--- src/rtl/pipeline_ctrl.sv ---
`default_nettype none
// ============================================================================
//  Module   : pipeline_ctrl
//  Purpose  : Stall/flush controller for the five-stage pipeline, with
//             memory-wait timeout and saturating performance counters.
//  Revision : 1.0  initial release
// ============================================================================
module pipeline_ctrl #(
    parameter int TIMEOUT = 255
) (
    input  logic        clk,
    input  logic        rst,
    input  logic        pcsrce,
    input  logic        memreade,
    input  logic [4:0]  rde,
    input  logic [4:0]  rs1d,
    input  logic [4:0]  rs2d,
    input  logic        haltd,
    input  logic        imem_ready,
    output logic        stallf,
    output logic        stalld,
    output logic        flushd,
    output logic        flushe,
    output logic        imem_req,
    output logic        halted,
    output logic        timeout_err,
    output logic [15:0] stall_cnt,
    output logic [15:0] redirect_cnt
);

    typedef enum logic [1:0] {
        RUN     = 2'b00,
        MEMWAIT = 2'b01,
        HALT    = 2'b10
    } state_t;

    localparam logic [15:0] c_timeout_last = 16'(TIMEOUT - 1);
    localparam logic [15:0] c_cnt_max      = 16'hFFFF;

    state_t      r_state;
    state_t      w_next;
    logic [15:0] r_wait_cnt;
    logic [15:0] r_stall_cnt;
    logic [15:0] r_redirect_cnt;
    logic        r_timeout_err;

    logic        w_lu;
    logic        w_wait_clr;
    logic        w_wait_inc;
    logic        w_redirect;
    logic        w_set_terr;

    assign w_lu = memreade && (rde != 5'd0) && ((rde == rs1d) || (rde == rs2d));

    always_comb begin
        stallf     = 1'b0;
        stalld     = 1'b0;
        flushd     = 1'b0;
        flushe     = 1'b0;
        imem_req   = 1'b0;
        halted     = 1'b0;
        w_next     = r_state;
        w_wait_clr = 1'b0;
        w_wait_inc = 1'b0;
        w_redirect = 1'b0;
        w_set_terr = 1'b0;

        case (r_state)
            RUN: begin
                imem_req = 1'b1;
                if (pcsrce) begin
                    // A redirect squashes the wrong-path halt/load-use in Decode.
                    flushd     = 1'b1;
                    flushe     = 1'b1;
                    w_redirect = 1'b1;
                end else if (w_lu) begin
                    stallf = 1'b1;
                    stalld = 1'b1;
                    flushe = 1'b1;
                end else if (haltd) begin
                    stallf = 1'b1;
                    flushd = 1'b1;
                    w_next = HALT;
                end else if (!imem_ready) begin
                    stallf     = 1'b1;
                    flushd     = 1'b1;
                    w_next     = MEMWAIT;
                    w_wait_clr = 1'b1;
                end
            end
            MEMWAIT: begin
                imem_req = 1'b1;
                if (pcsrce) begin
                    flushd     = 1'b1;
                    flushe     = 1'b1;
                    w_redirect = 1'b1;
                    w_wait_clr = 1'b1;
                end else if (imem_ready) begin
                    w_next = RUN;
                end else begin
                    stallf = 1'b1;
                    flushd = 1'b1;
                    if (r_wait_cnt == c_timeout_last) begin
                        w_next     = HALT;
                        w_set_terr = 1'b1;
                    end else begin
                        w_wait_inc = 1'b1;
                    end
                end
            end
            HALT: begin
                stallf = 1'b1;
                flushd = 1'b1;
                halted = 1'b1;
            end
            default: begin
                w_next = RUN;
            end
        endcase

        if (rst) begin
            stallf   = 1'b0;
            stalld   = 1'b0;
            flushd   = 1'b0;
            flushe   = 1'b0;
            imem_req = 1'b0;
            halted   = 1'b0;
        end
    end

    always_ff @(posedge clk or posedge rst) begin
        if (rst) begin
            r_state        <= RUN;
            r_wait_cnt     <= 16'd0;
            r_stall_cnt    <= 16'd0;
            r_redirect_cnt <= 16'd0;
            r_timeout_err  <= 1'b0;
        end else begin
            r_state <= w_next;
            if (w_wait_clr) begin
                r_wait_cnt <= 16'd0;
            end else if (w_wait_inc) begin
                r_wait_cnt <= r_wait_cnt + 16'd1;
            end
            if (stallf && (r_stall_cnt != c_cnt_max)) begin
                r_stall_cnt <= r_stall_cnt + 16'd1;
            end
            if (w_redirect && (r_redirect_cnt != c_cnt_max)) begin
                r_redirect_cnt <= r_redirect_cnt + 16'd1;
            end
            if (w_set_terr) begin
                r_timeout_err <= 1'b1;
            end
        end
    end

    assign timeout_err  = r_timeout_err;
    assign stall_cnt    = r_stall_cnt;
    assign redirect_cnt = r_redirect_cnt;

endmodule
`default_nettype wire
--- config.mk ---
export PLATFORM = sky130hd
export DESIGN_NAME = pipeline_ctrl
export DESIGN_NICKNAME = d
export VERILOG_FILES = /design/src/rtl/pipeline_ctrl.sv
export SDC_FILE = /design/constraint.sdc
export NUM_CORES = 1
export LEC_CHECK = 0
export CAP_MARGIN = 20
export CORE_MARGIN = 2
export CORE_UTILIZATION = 35
export DETAILED_ROUTE_END_ITERATION = 10
export RECOVER_POWER = 50
export SYNTH_ARGS = -nofsm -noshare
export SYNTH_HDL_FRONTEND = slang
export SYNTH_SLANG_ARGS = --single-unit
--- constraint.sdc ---
create_clock -name clk -period 5.54 [get_ports clk]
set_clock_uncertainty 0.05 [all_clocks]
set_input_delay 1.108 -clock clk [delete_from_list [all_inputs] [get_ports clk]]
set_output_delay 1.108 -clock clk [all_outputs]
set_load 0.03 [all_outputs]
==> flow_summary_export.csv, run 1 <==
group,metric,value,unit
placement,place_congestion,0.710,
setup_path,cp-end-kind,"primary output",
timing,fin_crit_sh,0.829,
flow_run,max_cap_violations,1,
clocking,clk_latency,0.31,ns
setup_path,cp_max_fo,4,
yosys,syn_area,0.00272,mm²
cells_and_area,ff_latch_area,0.00128,mm²
global_route,grt_usage,0.137,
drt,wirelength,5440,µm
global_route,grt_use_met1,0.177,
floorplan,die_area,0.00850,mm²
setup_path,crit_required,4.38,ns
drt,drt_iter0_markers,72,
power,power.density,273,mW/mm²
floorplan,die_h,92.2,µm
clocking,cts_made_buffers,5,
cells_and_area,num_antenna_cells,0,
floorplan,pin_count,60,
drt,avgViaCountPerCell,4.79,
power,vdd_drop_max,0.247,mV
worst_hold_path,min_path_type,"flop to flop",
timing,period_minus_slack,4.59,ns
clocking,cts_hold_buf,0,
floorplan,core.rowCount,32,
timing,finalSetupTns,0,ns
setup_path,setup.worst_path.start,"rde[0]",
setup_path,r2r_start,"redirect_cnt[9]",
timing,timing.fmax,218,MHz
clocking,cts.clk_slew.worst_paths,0.09,ns
global_route,met3_usage,0.0288,
floorplan,start_util,0.356,
yosys,synth_nets,298,
global_route,gr-usage-met2,0.230,
global_route,top_usage_layer,"met2",
setup_path,critPathLaunchType,"primary input",
global_route,antenna_found_initial,0,
cells_and_area,multi_input_area,0.00137,mm²
yosys,syn_inst,273,
yosys,ys_async_sr_fraction,1.00,
timing,rsz0062_at_grt,"false",
outcome,status,"complete, but fails checks",
timing,hold_viol_final,0,
floorplan,die_w,92.2,µm
clocking,cts_setup_buffers,0,
clocking,root_buffer,"clkbuf_8",
worst_hold_path,min_from,"timeout_err",
placement,dp_hpwl,3990,µm
power,power_leakage,1.51,nW
timing,worst_slew_margin_rel,-0.764,
yosys,ys_dominant_reg_cell,"dfrtp_1",
global_route,grt_max_degree,52,
drt,ant_nets,0,
cells_and_area,area_growth,27.9,%
clocking,htreeDepth,2,
clocking,clock_path_buffers,2,
global_route,grt_pass1_wl,9480,µm
timing,slew_violations,52,
yosys,ys_seq_elements,51,
clocking,cts_resized,0,
global_route,grt_pass1_vias,2067,
yosys,ys_seq_area_frac,0.469,
yosys,synth_cell_type_count,43,
cells_and_area,fillers,733,
floorplan,coreArea,0.00765,mm²
yosys,synth_edf_count,0,
drt,firstDrtPassIters,4,
setup_path,arrival,3.44,ns
timing,finalSetupViolCount,0,
cells_and_area,post-route-util,0.455,
clocking,cts_tree,"done",
timing,tightest_slew,2.65,ns
cells_and_area,layout-drive-gt1-share,0.0509,
cells_and_area,nets,358,
outcome,violations,"max-capacitance violations, max-slew violations",
drt,wl_per_cell,12.5,µm
drt,vias,2089,
clocking,cts_sinks,51,
setup_path,critical_path_class,"primary input to primary output",
yosys,yosysWarnings,0,
global_route,grt.overflow.total,0,
drt,remaining_drc_errors,0,
yosys,syn_area_per_cell,9.98,µm²
power,total_power,952,µW
placement,io_buffers,59,
## final cells by class
cell class,instances,area share
clock buffer,6,0.0208
clock inverter,2,0.00467
inverter,6,0.00647
multi-input combinational,208,0.392
sequential,51,0.366
tap,102,0.0366
timing repair buffer,61,0.173
## per-layer routing
layer	vias up	wire, µm
met3	4	162
met5	-	0
li1	1049	-
met1	1002	2560
met2	34	2650
met4	0	73
## worst max-delay path, cell delays in order
cell	delay (ns)
dlygate4sd3_1	0.59
xnor2_1	0.18
nand3_1	0.09
o22ai_1	0.27
nand3_1	0.20
nor4b_1	0.27
clkdlybuf4s50_1	0.72
## through the flow
stage / hold WS [ns] / area (µm²) / setup slack (ns) / std cells
6_report: 0.429 / 3480 / 0.946 / 436
5_1_grt: 0.464 / 3480 / 0.704 / 436
4_1_cts: 0.439 / 3490 / 1.04 / 436
3_5_place_dp: 0.413 / 3400 / 1.04 / 428
3_3_place_gp: 0.408 / 3400 / 1.03 / 428
2_1_floorplan: 0.447 / 2720 / 1.56 / 273
## cells in the mapped netlist (2+ instances only)
cell / count / area share
o22ai_1: 2 / 0.0046
a21oi_1: 5 / 0.0092
buf_2: 5 / 0.0092
and4_1: 3 / 0.0096
and2_1: 4 / 0.0092
nand3_1: 17 / 0.031
nor2_1: 34 / 0.047
dfrtp_1: 51 / 0.47
xnor2_1: 36 / 0.12
inv_1: 6 / 0.0083
nand2_1: 21 / 0.029
nor3b_1: 2 / 0.0055
a31oi_1: 3 / 0.0069
and3_1: 10 / 0.023
o21ai_0: 3 / 0.0055
ha_1: 4 / 0.018
xor2_1: 18 / 0.058
nor2b_1: 5 / 0.011
buf_6: 2 / 0.0083
nor3_1: 5 / 0.0092
nand4_1: 15 / 0.034
## final timing paths
| path | cells past startpoint | end | slack (ns) |
|---|---|---|---|
| worst max register to register | 5 | redirect_cnt[1] | 3.21 |
| max in group asynchronous | 3 | r_state[0] | 1.64 |
| worst max-delay path | 7 | stalld | 0.95 |
| min in group asynchronous | 3 | redirect_cnt[7] | 2.31 |
| worst min register to register | 1 | timeout_err | 0.43 |
| worst min-delay path | 1 | timeout_err | 0.43 |
## state kept, by name (all words and copies together) (netlist names)
name / cells
r_wait_cnt: 16
stall_cnt: 16
timeout_err: 1
r_state: 2
redirect_cnt: 16
## kinds of logic (layout without fill, tap and decap cells)
kind of cell	count (synthesis)	after routing	share of synthesized area
buffers and inverters	14	75	0.0285
multiplexers	2	2	0.00964
flip-flops	51	51	0.469
AO/OA/AOI/OAI	20	20	0.0482
adder cells (fa/ha/maj)	4	4	0.0184
AND/OR/NAND/NOR	128	128	0.253
XOR/XNOR	54	54	0.174
## placed cells by master (no fill, tap or decap), types with 4 or more instances in the layout
cell,n
a21oi_1,5
and2_1,4
and3_1,10
clkbuf_8,5
clkdlybuf4s50_1,47
dfrtp_1,51
dlygate4sd3_1,12
ha_1,4
inv_1,5
nand2_1,21
nand3_1,17
nand4_1,15
nor2_1,34
nor2b_1,5
nor3_1,5
o21ai_0,4
xnor2_1,36
xor2_1,18
## report_power, final
group / total, mW / switching [mW] / internal, mW
registers: 0.460 / 0.0487 / 0.411
logic: 0.278 / 0.149 / 0.129
clock network: 0.215 / 0.124 / 0.0909
(Power assumes the default switching activity.)
==> run 2, diff against run 1 <==
- clock period: 5.54 -> 4.1 ns (I/O delays scaled with it)
==> flow_summary_export.csv, run 2 (synthesized netlist as in run 1, its figures left out) <==
group,metric,value,unit
flow_run,max_cap_violations,0,
setup_path,arrival,3.08,ns
clocking,cts_sinks,51,
drt,firstDrtPassIters,4,
drt,ant_nets,0,
cells_and_area,area_growth,28.5,%
floorplan,die_h,92.2,µm
setup_path,critical_path_class,"primary input to primary output",
setup_path,cp_max_fo,4,
clocking,htreeDepth,2,
cells_and_area,fillers,724,
cells_and_area,fin_area,0.00350,mm²
power,pwr-share-comb,0.280,
clocking,clock_path_buffers,2,
timing,timing.fmax,253,MHz
setup_path,reg2reg_to,"redirect_cnt[1]",
floorplan,die_area,0.00850,mm²
outcome,status,"finished clean",
cells_and_area,layout_commonest_cell,"dfrtp_1",
timing,setup_ws,0.151,ns
clocking,cts_hold_buf,0,
global_route,antenna_found_initial,0,
clocking,clk_latency,0.30,ns
placement,placed_area,0.00340,mm²
power,clkPwrFrac,0.255,
worst_hold_path,hold_path_depth,1,
drt,drt_iter0_markers,53,
setup_path,cp-end-kind,"primary output",
clocking,cts_resized,0,
clocking,cts_tree,"done",
placement,dp_hpwl,4050,µm
placement,preCtsSetupSlack,0.145,ns
setup_path,rr_worst_depth,5,
cells_and_area,layout-drive-gt1-share,0.0571,
timing,worst_slew_margin_rel,0.180,
drt,wl_per_cell,12.6,µm
clocking,cts.clk_slew.worst_paths,0.09,ns
cells_and_area,multi_input_area,0.00137,mm²
power,vdd_drop_max,0.369,mV
power,power_leakage,1.52,nW
setup_path,r2r_start,"redirect_cnt[9]",
timing,slew_violations,0,
cells_and_area,num_antenna_cells,0,
global_route,grt_usage,0.140,
power,swShare,0.320,
clocking,cts_made_buffers,5,
placement,place_congestion,0.744,
power,seq_power_share,0.465,
global_route,grt_pass1_wl,9700,µm
timing,hold_viol_final,0,
cells_and_area,nets,358,
drt,vias,2068,
power,intPower,905,µW
setup_path,reg2reg_slack,1.77,ns
setup_path,critPathLaunchType,"primary input",
timing,finalSetupViolCount,0,
drt,wirelength,5460,µm
clocking,cts_setup_buffers,0,
worst_hold_path,min_from,"timeout_err",
drt,remaining_drc_errors,0,
global_route,grt_max_degree,52,
setup_path,crit_required,3.23,ns
drt,avgViaCountPerCell,4.75,
cells_and_area,ff_latch_area,0.00128,mm²
worst_hold_path,holdPathEnd,"timeout_err",
timing,fin_crit_sh,0.963,
worst_hold_path,min_path_type,"flop to flop",
timing,period_minus_slack,3.95,ns
global_route,grt_pass1_vias,2081,
clocking,root_buffer,"clkbuf_8",
floorplan,core.rowCount,32,
floorplan,coreArea,0.00765,mm²
timing,finalSetupTns,0,ns
floorplan,start_util,0.356,
global_route,grt.overflow.total,0,
cells_and_area,layout_common_cells,"51 x dfrtp_1, 46 x clkdlybuf4s50_1, 36 x xnor2_1",
timing,rsz0062_at_grt,"false",
placement,io_buffers,59,
floorplan,die_w,92.2,µm
power,p_sw,427,µW
timing,tightest_slew,1.23,ns
floorplan,pin_count,60,
power,power.density,381,mW/mm²
==> run 2: layer usage <==
| metal | wire length, µm | vias to the layer above | part of all wire | GRT usage |
|---|---|---|---|---|
| met4 | 76 | 0 | 0.014 | 0.0448 |
| met2 | 2670 | 30 | 0.49 | 0.233 |
| met5 | 0 | - | 0 | 0 |
| li1 | - | 1049 | - | - |
| met3 | 153 | 6 | 0.028 | 0.0271 |
| met1 | 2570 | 983 | 0.47 | 0.185 |
==> run 2: how the worst max path moves through the flow <==
stage	slack, ns	from	endpoint	cells past startpoint
after floorplan	0.70	rst	flushd	3
after CTS	0.14	rde[0]	stalld	7
final	0.15	rde[0]	stalld	7
after global routing	0.02	rde[0]	stalld	7
after global placement	0.18	rde[0]	stalld	7
after detailed placement	0.14	rde[0]	stalld	7
==> run 2: power groups by stage <==
stage	combinational [mW]	clock [mW]	sequential, mW
2_1_floorplan	0.134	0	0.717
3_3_place_gp	0.381	0	0.630
3_5_place_dp	0.384	0	0.630
4_1_cts	0.385	0.351	0.621
5_1_grt	0.405	0.372	0.634
6_report	0.374	0.339	0.620
==> run 2: layout make-up <==
type | instances | share of cell area
sequential | 51 | 0.365
timing repair buffer | 61 | 0.172
multi-input combinational | 208 | 0.390
clock inverter | 2 | 0.0107
inverter | 6 | 0.00644
tap | 102 | 0.0365
clock buffer | 5 | 0.0197
==> run 2: through the flow <==
stage	cells	util	hold slack, ns	power (mW)
global placement	428	0.445	0.409	1.01
global route	435	0.458	0.464	1.41
detailed placement	428	0.445	0.408	1.01
finish	435	0.458	0.423	1.33
floorplan	273	-	0.447	0.851
CTS	435	0.458	0.433	1.36
==> run 2: critical path, stage by stage <==
cell	delay, ns
clkdlybuf4s50_1	0.53
xnor2_1	0.14
nand3_1	0.09
o22ai_1	0.28
nand3_1	0.19
nor4b_1	0.28
clkdlybuf4s50_1	0.73
==> run 3, diff against run 2 <==
- CTS_BUF_LIST: not set -> sky130_fd_sc_hd__clkbuf_8
==> results of run 3 <==
The final DEF is identical to that of run 2; final timing and power are the same.
